--- config.mk ---
export PLATFORM = sky130hd
export DESIGN_NAME = bit_permuter
export DESIGN_NICKNAME = d
export VERILOG_FILES = /design/src/rtl/bit_permuter_pkg.sv /design/src/rtl/bit_permuter_perm_core.sv /design/src/rtl/bit_permuter.sv
export SDC_FILE = /design/constraint.sdc
export NUM_CORES = 1
export LEC_CHECK = 0
export CAP_MARGIN = 20
export CORE_MARGIN = 4
export CORE_UTILIZATION = 50
export CTS_CLUSTER_SIZE = 16
export DETAILED_ROUTE_END_ITERATION = 16
export HOLD_SLACK_MARGIN = 0.05
export MAX_ROUTING_LAYER = met4
export PLACE_DENSITY = 0.8
export RECOVER_POWER = 100
export SYNTH_ARGS = -nofsm -noshare
export SYNTH_HDL_FRONTEND = slang
export SYNTH_SLANG_ARGS = --single-unit
--- constraint.sdc ---
create_clock -name clk -period 1.95 [get_ports clk]
set_input_delay 0.2925 -clock clk [delete_from_list [all_inputs] [get_ports clk]]
set_output_delay 0.2925 -clock clk [all_outputs]
set_load 0.01 [all_outputs]
--- src/rtl/bit_permuter_pkg.sv ---
// rtl/bit_permuter_pkg.sv - shared mode encodings for the bit permuter
package bit_permuter_pkg;

    typedef enum logic [1:0] {
        MODE_PASS   = 2'd0,
        MODE_BITREV = 2'd1,
        MODE_GRPREV = 2'd2,
        MODE_ROTL   = 2'd3
    } perm_mode_e;

endpackage

--- src/rtl/bit_permuter_perm_core.sv ---
// rtl/bit_permuter_perm_core.sv - combinational bit permutation network
module perm_core
    import bit_permuter_pkg::*;
#(
    parameter int N = 3,
    parameter int G = 2
) (
    input  logic [(1<<N)-1:0] a,
    input  logic [1:0]        mode,
    input  logic [N-1:0]      rot,
    output logic [(1<<N)-1:0] y
);

    localparam int W  = 1 << N;
    localparam int GS = 1 << G;
    localparam int NG = W / GS;

    if (N < 1 || N > 6) begin : g_bad_n
        $error("perm_core: N=%0d outside 1..6", N);
    end
    if (G < 0 || G > N) begin : g_bad_g
        $error("perm_core: G=%0d outside 0..N", G);
    end

    logic [W-1:0]   bitrev;
    logic [W-1:0]   grprev;
    logic [2*W-1:0] dbl;

    // Mirror the word bit by bit.
    always_comb begin
        bitrev = '0;
        for (int i = 0; i < W; i++) begin
            bitrev[W-1-i] = a[i];
        end
    end

    // Reverse the order of whole groups while keeping each group intact.
    always_comb begin
        grprev = '0;
        for (int k = 0; k < NG; k++) begin
            grprev[k*GS +: GS] = a[(NG-1-k)*GS +: GS];
        end
    end

    // Rotation: shift a doubled word so the wrapped bits land in the top half.
    always_comb begin
        dbl = {a, a} << rot;
    end

    // Select the permutation requested for this word.
    always_comb begin
        y = a;
        case (perm_mode_e'(mode))
            MODE_PASS:   y = a;
            MODE_BITREV: y = bitrev;
            MODE_GRPREV: y = grprev;
            MODE_ROTL:   y = dbl[2*W-1:W];
            default:     y = a;
        endcase
    end

endmodule

--- src/rtl/bit_permuter.sv ---
// rtl/bit_permuter.sv - flow-controlled bit permuter with 2-entry output buffer
module bit_permuter
    import bit_permuter_pkg::*;
#(
    parameter int N = 3,
    parameter int G = 2
) (
    input  logic              clk,
    input  logic              reset,
    input  logic              in_valid,
    output logic              in_ready,
    input  logic [(1<<N)-1:0] in_data,
    input  logic [1:0]        in_mode,
    input  logic [N-1:0]      in_rot,
    output logic              out_valid,
    input  logic              out_ready,
    output logic [(1<<N)-1:0] out_data
);

    localparam int W = 1 << N;

    logic [W-1:0] perm;
    logic [W-1:0] entry [2];
    logic [1:0]   count;
    logic         rd_ptr;
    logic         wr_ptr;
    logic         push;
    logic         pop;

    perm_core #(.N(N), .G(G)) u_core (
        .a    (in_data),
        .mode (in_mode),
        .rot  (in_rot),
        .y    (perm)
    );

    // Handshake flags come only from registered state, so no input reaches an output combinationally.
    always_comb begin
        in_ready  = (count != 2'd2);
        out_valid = (count != 2'd0);
        out_data  = entry[rd_ptr];
        push      = in_valid && in_ready;
        pop       = out_valid && out_ready;
    end

    // Two-entry FIFO: store the permuted word, advance pointers, track occupancy.
    always_ff @(posedge clk) begin
        if (reset) begin
            count    <= 2'd0;
            rd_ptr   <= 1'b0;
            wr_ptr   <= 1'b0;
            entry[0] <= '0;
            entry[1] <= '0;
        end else begin
            if (push) begin
                entry[wr_ptr] <= perm;
                wr_ptr        <= ~wr_ptr;
            end
            if (pop) begin
                rd_ptr <= ~rd_ptr;
            end
            case ({push, pop})
                2'b10:   count <= count + 2'd1;
                2'b01:   count <= count - 2'd1;
                default: count <= count;
            endcase
        end
    end

endmodule

; ---- Word-level counts from Yosys, hierarchy flattened
; Memory sizes are Yosys's and may differ from the RTL's. A register that Yosys moved wholly into a read port is not among the register bits.
; Cells that the tools add are included.
[op_classes]
addsub = 2
n_eq_ne = 6
shifts = 1
mux = 12
n_bitwise = 2
n_reduce_logical = 6
[ops]
columns = cell, n
row1 = $pmux 8 s4, 1
row2 = $shl 16x3->16, 1
row3 = $mux 1, 9
row4 = $mux 8, 1
row5 = $reduce_or 8->1, 1
row6 = $eq 2x2->1 const B, 3
row7 = $eq 2x1->1 const B, 2
row8 = $pmux 2 s2, 1
row9 = $reduce_bool 2->1, 2
row10 = $add 2x1->2 const B, 1
row11 = $logic_and 1x1->1, 2
row12 = $logic_not 2->1, 1
row13 = $ne 2x2->1 const B, 1
row14 = $not 1->1, 2
row15 = $sub 2x1->2 const B, 1
[word_totals]
ff_bits = 4
ramBits = 16
inputBits = 17
output_inout_bits = 10
elab_cells = 33
mem_count = 1
[memory_table]
columns = name, words, word_bits, rd, rd_clocked_by_memory_dff, write_ports, line
row1 = entry, 2, 8, 1, 1, 2, bit_permuter.sv:23  ; logic [W-1:0] entry [2];

; ---- Longest topological paths before layout
; Gate-level depths: netlist of the first run.
[depth]
ltp_word = 7
mapped_depth = 6
ltp_nobuf = 6

; ---- Hierarchy
; Synthesis of the first run repeated with hierarchy kept, for this count alone.
[unflattened]
cells_unflattened = 153
hier_area_um2 = 1580.3
[by_module_without_submodules]
columns = mod, n_inst, cells_per_inst, area_per_inst_um2, seq_area_each_um2
row1 = bit_permuter, 1, 76, 937.1, 580.6
row2 = perm_core, 1, 77, 643.1, 0.0

; ---- Worst setup path after synthesis of the first run
; OpenSTA, ideal clock, no wires.
[synth_timing]
kind = register to register
startpoint = register count[0]
endpoint = register count[1]
setup_ps = 70
arrival_ps = 1624
t_required_ps = 1880
setup_slack_ps = 257
path_stages_with_launch = 6
path_buffers = 0
synth_period_minus_slack_ps = 1693
cell_sequence = dfxtp_1 or2_2 and2_1 ha_1 or3_1 a21oi_1
[synth_between]
elab_chain_cells = 4
elab_cells_between_ends = 10
cone_classes = add/sub: 2 / eq/ne: 3 / mux: 1 / reduce/logical: 4
[synth_lines]
columns = item, line
row1 = start: declaration, bit_permuter.sv:24  ; logic [1:0] count;
row2 = start signal: assignment, bit_permuter.sv:63  ; 2'b10: count <= count + 2'd1;
row3 = start signal: assignment, bit_permuter.sv:64  ; 2'b01: count <= count - 2'd1;
row4 = start signal: assignment, bit_permuter.sv:65  ; default: count <= count;
row5 = $reduce_bool 2->1 *, bit_permuter.sv:40  ; out_valid = (count != 2'd0);
row6 = named net out_valid, bit_permuter.sv:15  ; output logic out_valid,
row7 = $logic_and 1x1->1 *, bit_permuter.sv:43  ; pop = out_valid && out_ready;
row8 = named net pop, bit_permuter.sv:28  ; logic pop;
row9 = $eq 2x1->1 or $eq 2x2->1 (tied branches), bit_permuter.sv:62  ; case ({push, pop})
row10 = $pmux 2 s2 or $reduce_bool 2->1 (tied branches), --
; Mark *: on every way through the listed nets, which the timed path passes. The rest lies on a longest branch.
; A chain may end at the register's enable or synchronous reset.

==> metrics list, run 1 <==
- The floorplan step set the die height to 62.98 um.
- After synthesis, the largest family of logic cells by area is compound AO/OA/AOI/OAI gates.
- RePlAce Congestion: 0.9620
* DRT iter0 DRCs: 77
* Total chip power: 1.573 mW
- The slowest stage of the critical path belongs to the cell sky130_fd_sc_hd__clkdlybuf4s50_1.
* Path type of the worst min-delay path: register to register
* I/O pin count: 27
- In the finished design, the share of the clock period the worst path needs comes to 0.9672.
- Synth-to-Final Area Change: 27.81%
* Fin Setup TNS: 0 ns
* Number of cells traversed by the worst register-to-register path: 5
* FP Rows: 19
* Biggest area contributors in the synthesized netlist: sky130_fd_sc_hd__edfxtp_1, sky130_fd_sc_hd__mux2i_1, sky130_fd_sc_hd__dfxtp_1, sky130_fd_sc_hd__mux2_2, sky130_fd_sc_hd__a22oi_1
- Measured on the finished design, the core utilization comes to 0.6829.
- GRT Overall Usage: 0.1758
- Crit path kind: primary input to register
- Area of the die: 3966 um^2
* End point of the most critical hold path: count[1]
- In the final routed layout, each cell accounts on average for 15.46 um.
- After technology mapping, the gate count stands at 147.
* RSZ-0062 raised after global routing: no
- The initial antenna violation count was 0.
* Number of diodes added for antenna fixing: 0
- The worst setup path is captured at a register.
* Reg-to-reg endpoint: count[1]
* Leftover overflow at the end of global routing: 0
- Initial cell density of the core: 0.5343
- The Yosys step of the flow raised 0 warnings.
- Worst setup timing slack at the placement stage: -0.2582 ns
- CP max FO: 8
* CP Data Arrival Time: 1.93 ns
- The filler cells instantiated in the layout total 215.
* Synth Area per Inst: 10.28 um^2
- The via count of the first global-routing pass is 1229.
- Root Buffer: sky130_fd_sc_hd__clkbuf_4
* Outcome: finished clean
- In this run the number of H-tree levels came out at 1.
- Crit path max-delay family: buffers and inverters
- After floorplanning, the core was sized to cover 2829 um^2.
* Cell Area, Synth: 1511 um^2
- Horizontal die dimension: 62.98 um
- Time the worst path needs with I/O delays and setup: 1.886 ns
- Simple-gate portion of the synthesized area: 0.1523
- Clock skew: 0.01594 ns
* Origin of the worst min-delay path: count[1]
* Register clock-pin slew on the reported worst setup and hold paths: 0.12 ns
* Transition time of the tightest slew-check pin: 0.7582 ns
* Tightest slew margin relative to the limit: 0.4935
* Total Nets Final: 202
- Hold slack: 0.5108 ns
* HPWL after detailed placement: 2636 um
- The clock reaches the later pin of the worst-skew pair after 0.30 ns.
- Wire length of the first global-routing pass: 5526 um
- Entering global routing, the biggest net connects 22 pins.
* Adder-Cell Fraction of Synth Area: 0.008278
- Min setup slack post-route: 0.06387 ns
* Post-Route WL: 3308 um
- Fin. Hold Viols: 0
- In this run, distinct cell masters in the synthesized netlist total 36.
* Maximum buffer depth of the clock tree: 2
- Routed Antenna Nets: 0
- The portion of synthesized area spent on multiplexers is 0.1589.
* Power density over the cells: 814.1 nW/um^2
- Kind of launch point of the worst setup path: primary input
- Ratio of routed vias to standard cells: 6.047
- Synth Net Count: 165
* Count of buffers added by post-CTS timing repair for setup: 0
- Worst reg2reg startpoint: count[0]
- Across the VDD grid, the largest voltage drop is 0.0005083 V.
* FF+latch count, synth: 21
* Number of cells traversed by the worst hold path: 2
- STA puts the critical path data required time at 1.99 ns.
* Compound-Gate Fraction of Synth Area: 0.2210
- The final-report max-slew violation count is 0.
* Clk sink count: 21
- The analysis attributes to cell leakage a power of 0.7380 nW.
* Reg2Reg Setup Slack: 0.20 ns
* Endpoints failing setup: 0
- Largest area contributor in the synthesized netlist: sky130_fd_sc_hd__edfxtp_1
- TritonCTS built the clock tree.
* First-pass detailed-route iteration total: 4
* Num CTS Buffers: 3
- Number of I/O port buffers: 26
- Counting both buffers and inverters, the worst setup path holds a total of 2.
- Delay of the slowest critical-path stage: 0.51 ns
- Of the total synthesized cell area, the portion taken by XOR and XNOR cells is 0.02318.
- Timing would allow up to 530.2 MHz.
- Of the cells placed in the final design, the portion with a size suffix greater than 1 is 0.2404.
* Via count of the routed design: 1294
- Max cap viols: 0
* Hold buffer count at CTS: 0
- Share of the synthesized area in the top cell type: 0.3179
- The share of the Yosys chip area taken by registers is 0.3841.
- Drc violations: 0
* CP Cell Sequence: clkdlybuf4s50_1 -> buf_12 -> mux2i_1 -> a22oi_1 -> a221oi_2 -> nor3_1
[cell type report]
| type | count | area, um^2 | share of cell area |
|---|---|---|---|
| inverters | 5 | 18.77 | 0.009715 |
| flip-flops and latches | 21 | 584.3 | 0.3025 |
| repair buffers | 43 | 412.9 | 0.2137 |
| well taps | 31 | 38.79 | 0.02008 |
| multi-input cells | 110 | 849.6 | 0.4398 |
| clock buffers | 3 | 22.52 | 0.01166 |
| clock inverters | 1 | 5.005 | 0.002591 |
[cell usage after synthesis]
cell,number
sky130_fd_sc_hd__nor3b_2,1
sky130_fd_sc_hd__mux2_2,8
sky130_fd_sc_hd__edfxtp_1,16
sky130_fd_sc_hd__xor2_1,2
sky130_fd_sc_hd__buf_6,2
sky130_fd_sc_hd__nor2_1,13
sky130_fd_sc_hd__a222oi_1,2
sky130_fd_sc_hd__nand4b_1,1
sky130_fd_sc_hd__inv_1,5
sky130_fd_sc_hd__o31a_1,1
sky130_fd_sc_hd__nand2_4,1
sky130_fd_sc_hd__xnor2_1,2
sky130_fd_sc_hd__a21oi_1,10
sky130_fd_sc_hd__or2_2,1
sky130_fd_sc_hd__nor3_2,4
sky130_fd_sc_hd__and2_1,2
sky130_fd_sc_hd__a31oi_1,1
sky130_fd_sc_hd__o2bb2ai_1,3
sky130_fd_sc_hd__nor3b_1,1
sky130_fd_sc_hd__nor2b_1,4
sky130_fd_sc_hd__o21bai_1,1
sky130_fd_sc_hd__or2b_4,1
sky130_fd_sc_hd__o21a_1,3
sky130_fd_sc_hd__mux2i_1,15
sky130_fd_sc_hd__a22oi_1,11
sky130_fd_sc_hd__clkbuf_1,6
sky130_fd_sc_hd__nor3_1,4
sky130_fd_sc_hd__buf_2,2
sky130_fd_sc_hd__o21ai_0,7
sky130_fd_sc_hd__or3_1,2
sky130_fd_sc_hd__ha_1,1
sky130_fd_sc_hd__clkbuf_2,1
sky130_fd_sc_hd__a221oi_2,5
sky130_fd_sc_hd__nand2b_1,1
sky130_fd_sc_hd__dfxtp_1,5
sky130_fd_sc_hd__nand2_1,2
[what timing repair did]
action / in CTS / in global routing
resized for setup: 1 / 3
setup endpoints to repair: 8 / 3
gates cloned: 0 / 0
[kinds of logic (layout without fill, tap and decap cells)]
group / count (synthesis) / in the layout
compound gates: 44 / 44
xor+xnor: 4 / 4
fa+ha+maj: 1 / 1
buf+inv: 16 / 52
flops: 21 / 21
mux: 23 / 23
simple gates: 38 / 38
[state kept, by name, summed over array words and instances, names as in the netlist, named ones only]
name,flops
wr_ptr,1
rd_ptr,1
entry,16
count,2
[power by group]
group | internal [mW] | switching, mW | leakage (nW) | total (mW)
sequential | 0.590 | 0.0597 | 0.212 | 0.650
clock | 0.0763 | 0.128 | 0.0177 | 0.204
combinational | 0.399 | 0.320 | 0.509 | 0.719
[worst register-to-register path, delay by kind of cell, from the launching register on]
kind / cells / cell delay (ns)
DFF: 1 / 0.36
adders and majority gates: 1 / 0.32
AOI/OAI and AO/OA: 1 / 0.13
and+or+nand+nor: 3 / 0.87
[placed cells by master, fill, tap and decap left out, types with 5 or more instances in the layout]
| master | Yosys | layout |
|---|---|---|
| sky130_fd_sc_hd__clkdlybuf4s50_1 | 0 | 26 |
| sky130_fd_sc_hd__edfxtp_1 | 16 | 16 |
| sky130_fd_sc_hd__buf_4 | 0 | 15 |
| sky130_fd_sc_hd__mux2i_1 | 15 | 13 |
| sky130_fd_sc_hd__nor2_1 | 13 | 13 |
| sky130_fd_sc_hd__a22oi_1 | 11 | 11 |
| sky130_fd_sc_hd__a21oi_1 | 10 | 10 |
| sky130_fd_sc_hd__mux2_2 | 8 | 8 |
| sky130_fd_sc_hd__o21ai_0 | 7 | 7 |
| sky130_fd_sc_hd__inv_1 | 5 | 5 |
| sky130_fd_sc_hd__a221oi_2 | 5 | 5 |
[per-layer routing]
metal / vias up / wire length [um] / GRT usage
li1: 636 / - / -
met3: 4 / 157 / 0.01978
met5: - / 0 / -
met4: 0 / 34 / 0.05510
met1: 602 / 1454 / 0.2153
met2: 52 / 1662 / 0.3017
[worst max-delay path by stage]
stage | slack [ns] | end | start | cells after the start
detailed placement | -0.26 | entry[1][5] | in_rot[1] | 6
global placement | -0.19 | entry[1][4] | in_rot[1] | 6
CTS | 0.06 | out_data[3] | register | 2
floorplan | 0.26 | count[1] | count[0] | 5
global route | 0.01 | entry[1][4] | in_rot[1] | 6
finish | 0.06 | entry[1][4] | in_rot[1] | 6
[stage by stage]
step	cell area, um^2	cells
after floorplan	1511	147
after global placement	1903	210
after detailed placement	1903	210
after CTS	1932	214
after global routing	1932	214
final	1932	214
Power figures use the tool's default switching activity.
==> inputs of run 2 (changes only) <==
PLACE_DENSITY = 0.76   (was 0.8)
==> metrics list, run 2 (synthesis gave the netlist of run 1 again) <==
- The top cell types in the final layout, fill and taps aside, are sky130_fd_sc_hd__clkdlybuf4s50_1, sky130_fd_sc_hd__buf_4, sky130_fd_sc_hd__edfxtp_1.
* Initial cell density of the core: 0.5343
* Register clock-pin slew on the reported worst setup and hold paths: 0.12 ns
- In this run the top signal layer used is met4.
- Clock skew: 0.008126 ns
- Clock tree synthesis inserted a total of 3 buffers.
- The total overflow left after global routing is 0.
- Path type of the worst min-delay path: register to register
- For this run, the share of the core covered by cells in the final layout is 0.6992.
- The root buffer cell chosen for the clock tree is sky130_fd_sc_hd__clkbuf_4.
* Max cap viols: 0
- Across all hold checks on the routed design, the worst slack comes to 0.5198 ns.
- Delay of the slowest critical-path stage: 0.50 ns
- Setup repair after global routing left no endpoint under its margin.
* First-pass detailed-route iteration total: 4
* Area of the die: 3966 um^2
- Static power due to leakage: 0.7761 nW
- For this block, wires on met1 add up to 1506 um.
- For the finished layout, the period the worst path requires is 1.872 ns.
* Antenna violations before repair: 0
- Counting along the longest clock path gives a buffer depth of 2.
- Buffers placed on the I/O ports in this run total 26.
- Final-report max-slew violation count: 0
- The first global-routing pass estimated 6168 um of wire.
- Broken down by cell family, the worst path's largest delay share belongs to buffers and inverters.
- DRT iter0 DRCs: 56
- In this run the horizontal extent of the chip is 62.98 um.
- Of the cells placed in the final design, the portion with a size suffix greater than 1 is 0.2513.
* Kind of launch point of the worst setup path: primary input
- Achievable clock frequency: 534.2 MHz
- CTS built an H-tree with a depth of 1.
* Transition time of the tightest slew-check pin: 0.7738 ns
- The slowest stage of the critical path is the sky130_fd_sc_hd__clkdlybuf4s50_1 cell.
* Biggest register: entry
- Count of buffering cells on the critical path with inverters included: 2
* Post-Route WL: 3687 um
- The library cell used most frequently in the layout, excluding fill and tap cells, is sky130_fd_sc_hd__clkdlybuf4s50_1.
- The core region is 2829 um^2.
- CP Cell Sequence: clkdlybuf4s50_1 -> buf_12 -> mux2i_1 -> a22oi_1 -> a221oi_2 -> nor3_1
- Endpoints failing setup: 0
* Fill cell instance count of the final layout: 243
* Power density over the cells: 804.7 nW/um^2
- The final number of hold-violating endpoints was 0.
* Tightest slew margin relative to the limit: 0.4830
- Drc violations: 0
* Via count of the routed design: 1332
* Die Ht: 62.98 um
- TritonCTS built the clock tree.
- Relative to the synthesized area, the layout overhead comes to 30.88%.
* Routed Antenna Nets: 0
- The register with the most flip-flops in the layout has 16 of them.
- The flow ran to the end, and the final reports show no timing, DRC or antenna violations.
* Routed WL per cell: 16.61 um
* Crit path kind: primary input to register
- In the final layout, flip-flops and latches occupy 584.3 um^2.
- Ratio of routed vias to standard cells: 6.000
* Total Nets Final: 210
- Sort of element at the end of the critical path: register
- Met3 wirelength from detailed routing: 188 um
- GRT Overall Usage: 0.2003
- Clock latency on the worst-skew pair, taken at its later pin, is 0.30 ns.
* Peak supply drop: 0.0005740 V
* Clk sink count: 21
- CP max FO: 8
* Regs by FF count: entry (16), count (2)
- At the worst endpoint, the required time is 2.00 ns.
* Combined area of the multi-input logic cells: 835.8 um^2
- The congestion estimate from routability-driven global placement came to 0.9636.
* Met2 WL post-DR: 1874 um
* HPWL after detailed placement: 2903 um
* Vias in the first global route: 1312
- FP Rows: 19
* Largest net degree at the start of global routing: 22
- Number of diodes added for antenna fixing: 0
* I/O pin count: 27
- Post-route clock period utilization: 0.9600
* CP Data Arrival Time: 1.92 ns
==> run 2: stage by stage <==
step           std cells  worst slack [ns]  instance area [um^2]  total power, mW  setup TNS [ns]
3_5_place_dp         218           -0.1882                  1963            1.412          -2.470
6_report             222           0.07799                  1978            1.592               0
5_1_grt              222           0.02707                  1978            1.692               0
3_3_place_gp         218           -0.1275                  1963            1.378          -1.597
4_1_cts              222           0.04984                  1992            1.615               0
2_1_floorplan        147            0.2567                  1511            1.085               0
==> run 2: layer usage <==
layer | GRT usage | up-vias
met5 | - | -
met4 | 0.07989 | 0
met2 | 0.3505 | 45
li1 | - | 649
met1 | 0.2340 | 628
met3 | 0.01978 | 10
==> run 2: what timing repair did <==
action	in CTS	in global routing
hold buffers	0	0
resized for setup	1	1
endpoints found under the setup margin	8	1
buffers inserted	0	0
==> run 2: worst paths after layout <==
kind	startpoint	endpoint	slack [ns]	cells after the start
hold / removal	count[1]	count[1]	0.52	2
hold reg to reg	count[1]	count[1]	0.52	2
setup / recovery	in_rot[1]	entry[1][7]	0.08	6
setup reg to reg	count[0]	count[1]	0.18	5
==> run 2: worst min-delay path, cell delays in order, from the launching register on <==
cell and delay (ns):
sky130_fd_sc_hd__dfxtp_1 0.34, sky130_fd_sc_hd__o21ai_0 0.08, sky130_fd_sc_hd__a21oi_1 0.06
==> run 2: area by class of cell <==
cell class	instances	share of cell area
inverters	5	0.009488
well taps	31	0.01961
multi-input cells	110	0.4225
clock buffers	3	0.01139
repair buffers	51	0.2391
flip-flops and latches	21	0.2954
clock inverters	1	0.002530
==> run 2: power breakdown <==
| part | switching, mW | total (mW) | internal, mW |
|---|---|---|---|
| Sequential | 0.0633 | 0.653 | 0.590 |
| Clock | 0.129 | 0.206 | 0.0765 |
| Combinational | 0.327 | 0.733 | 0.406 |
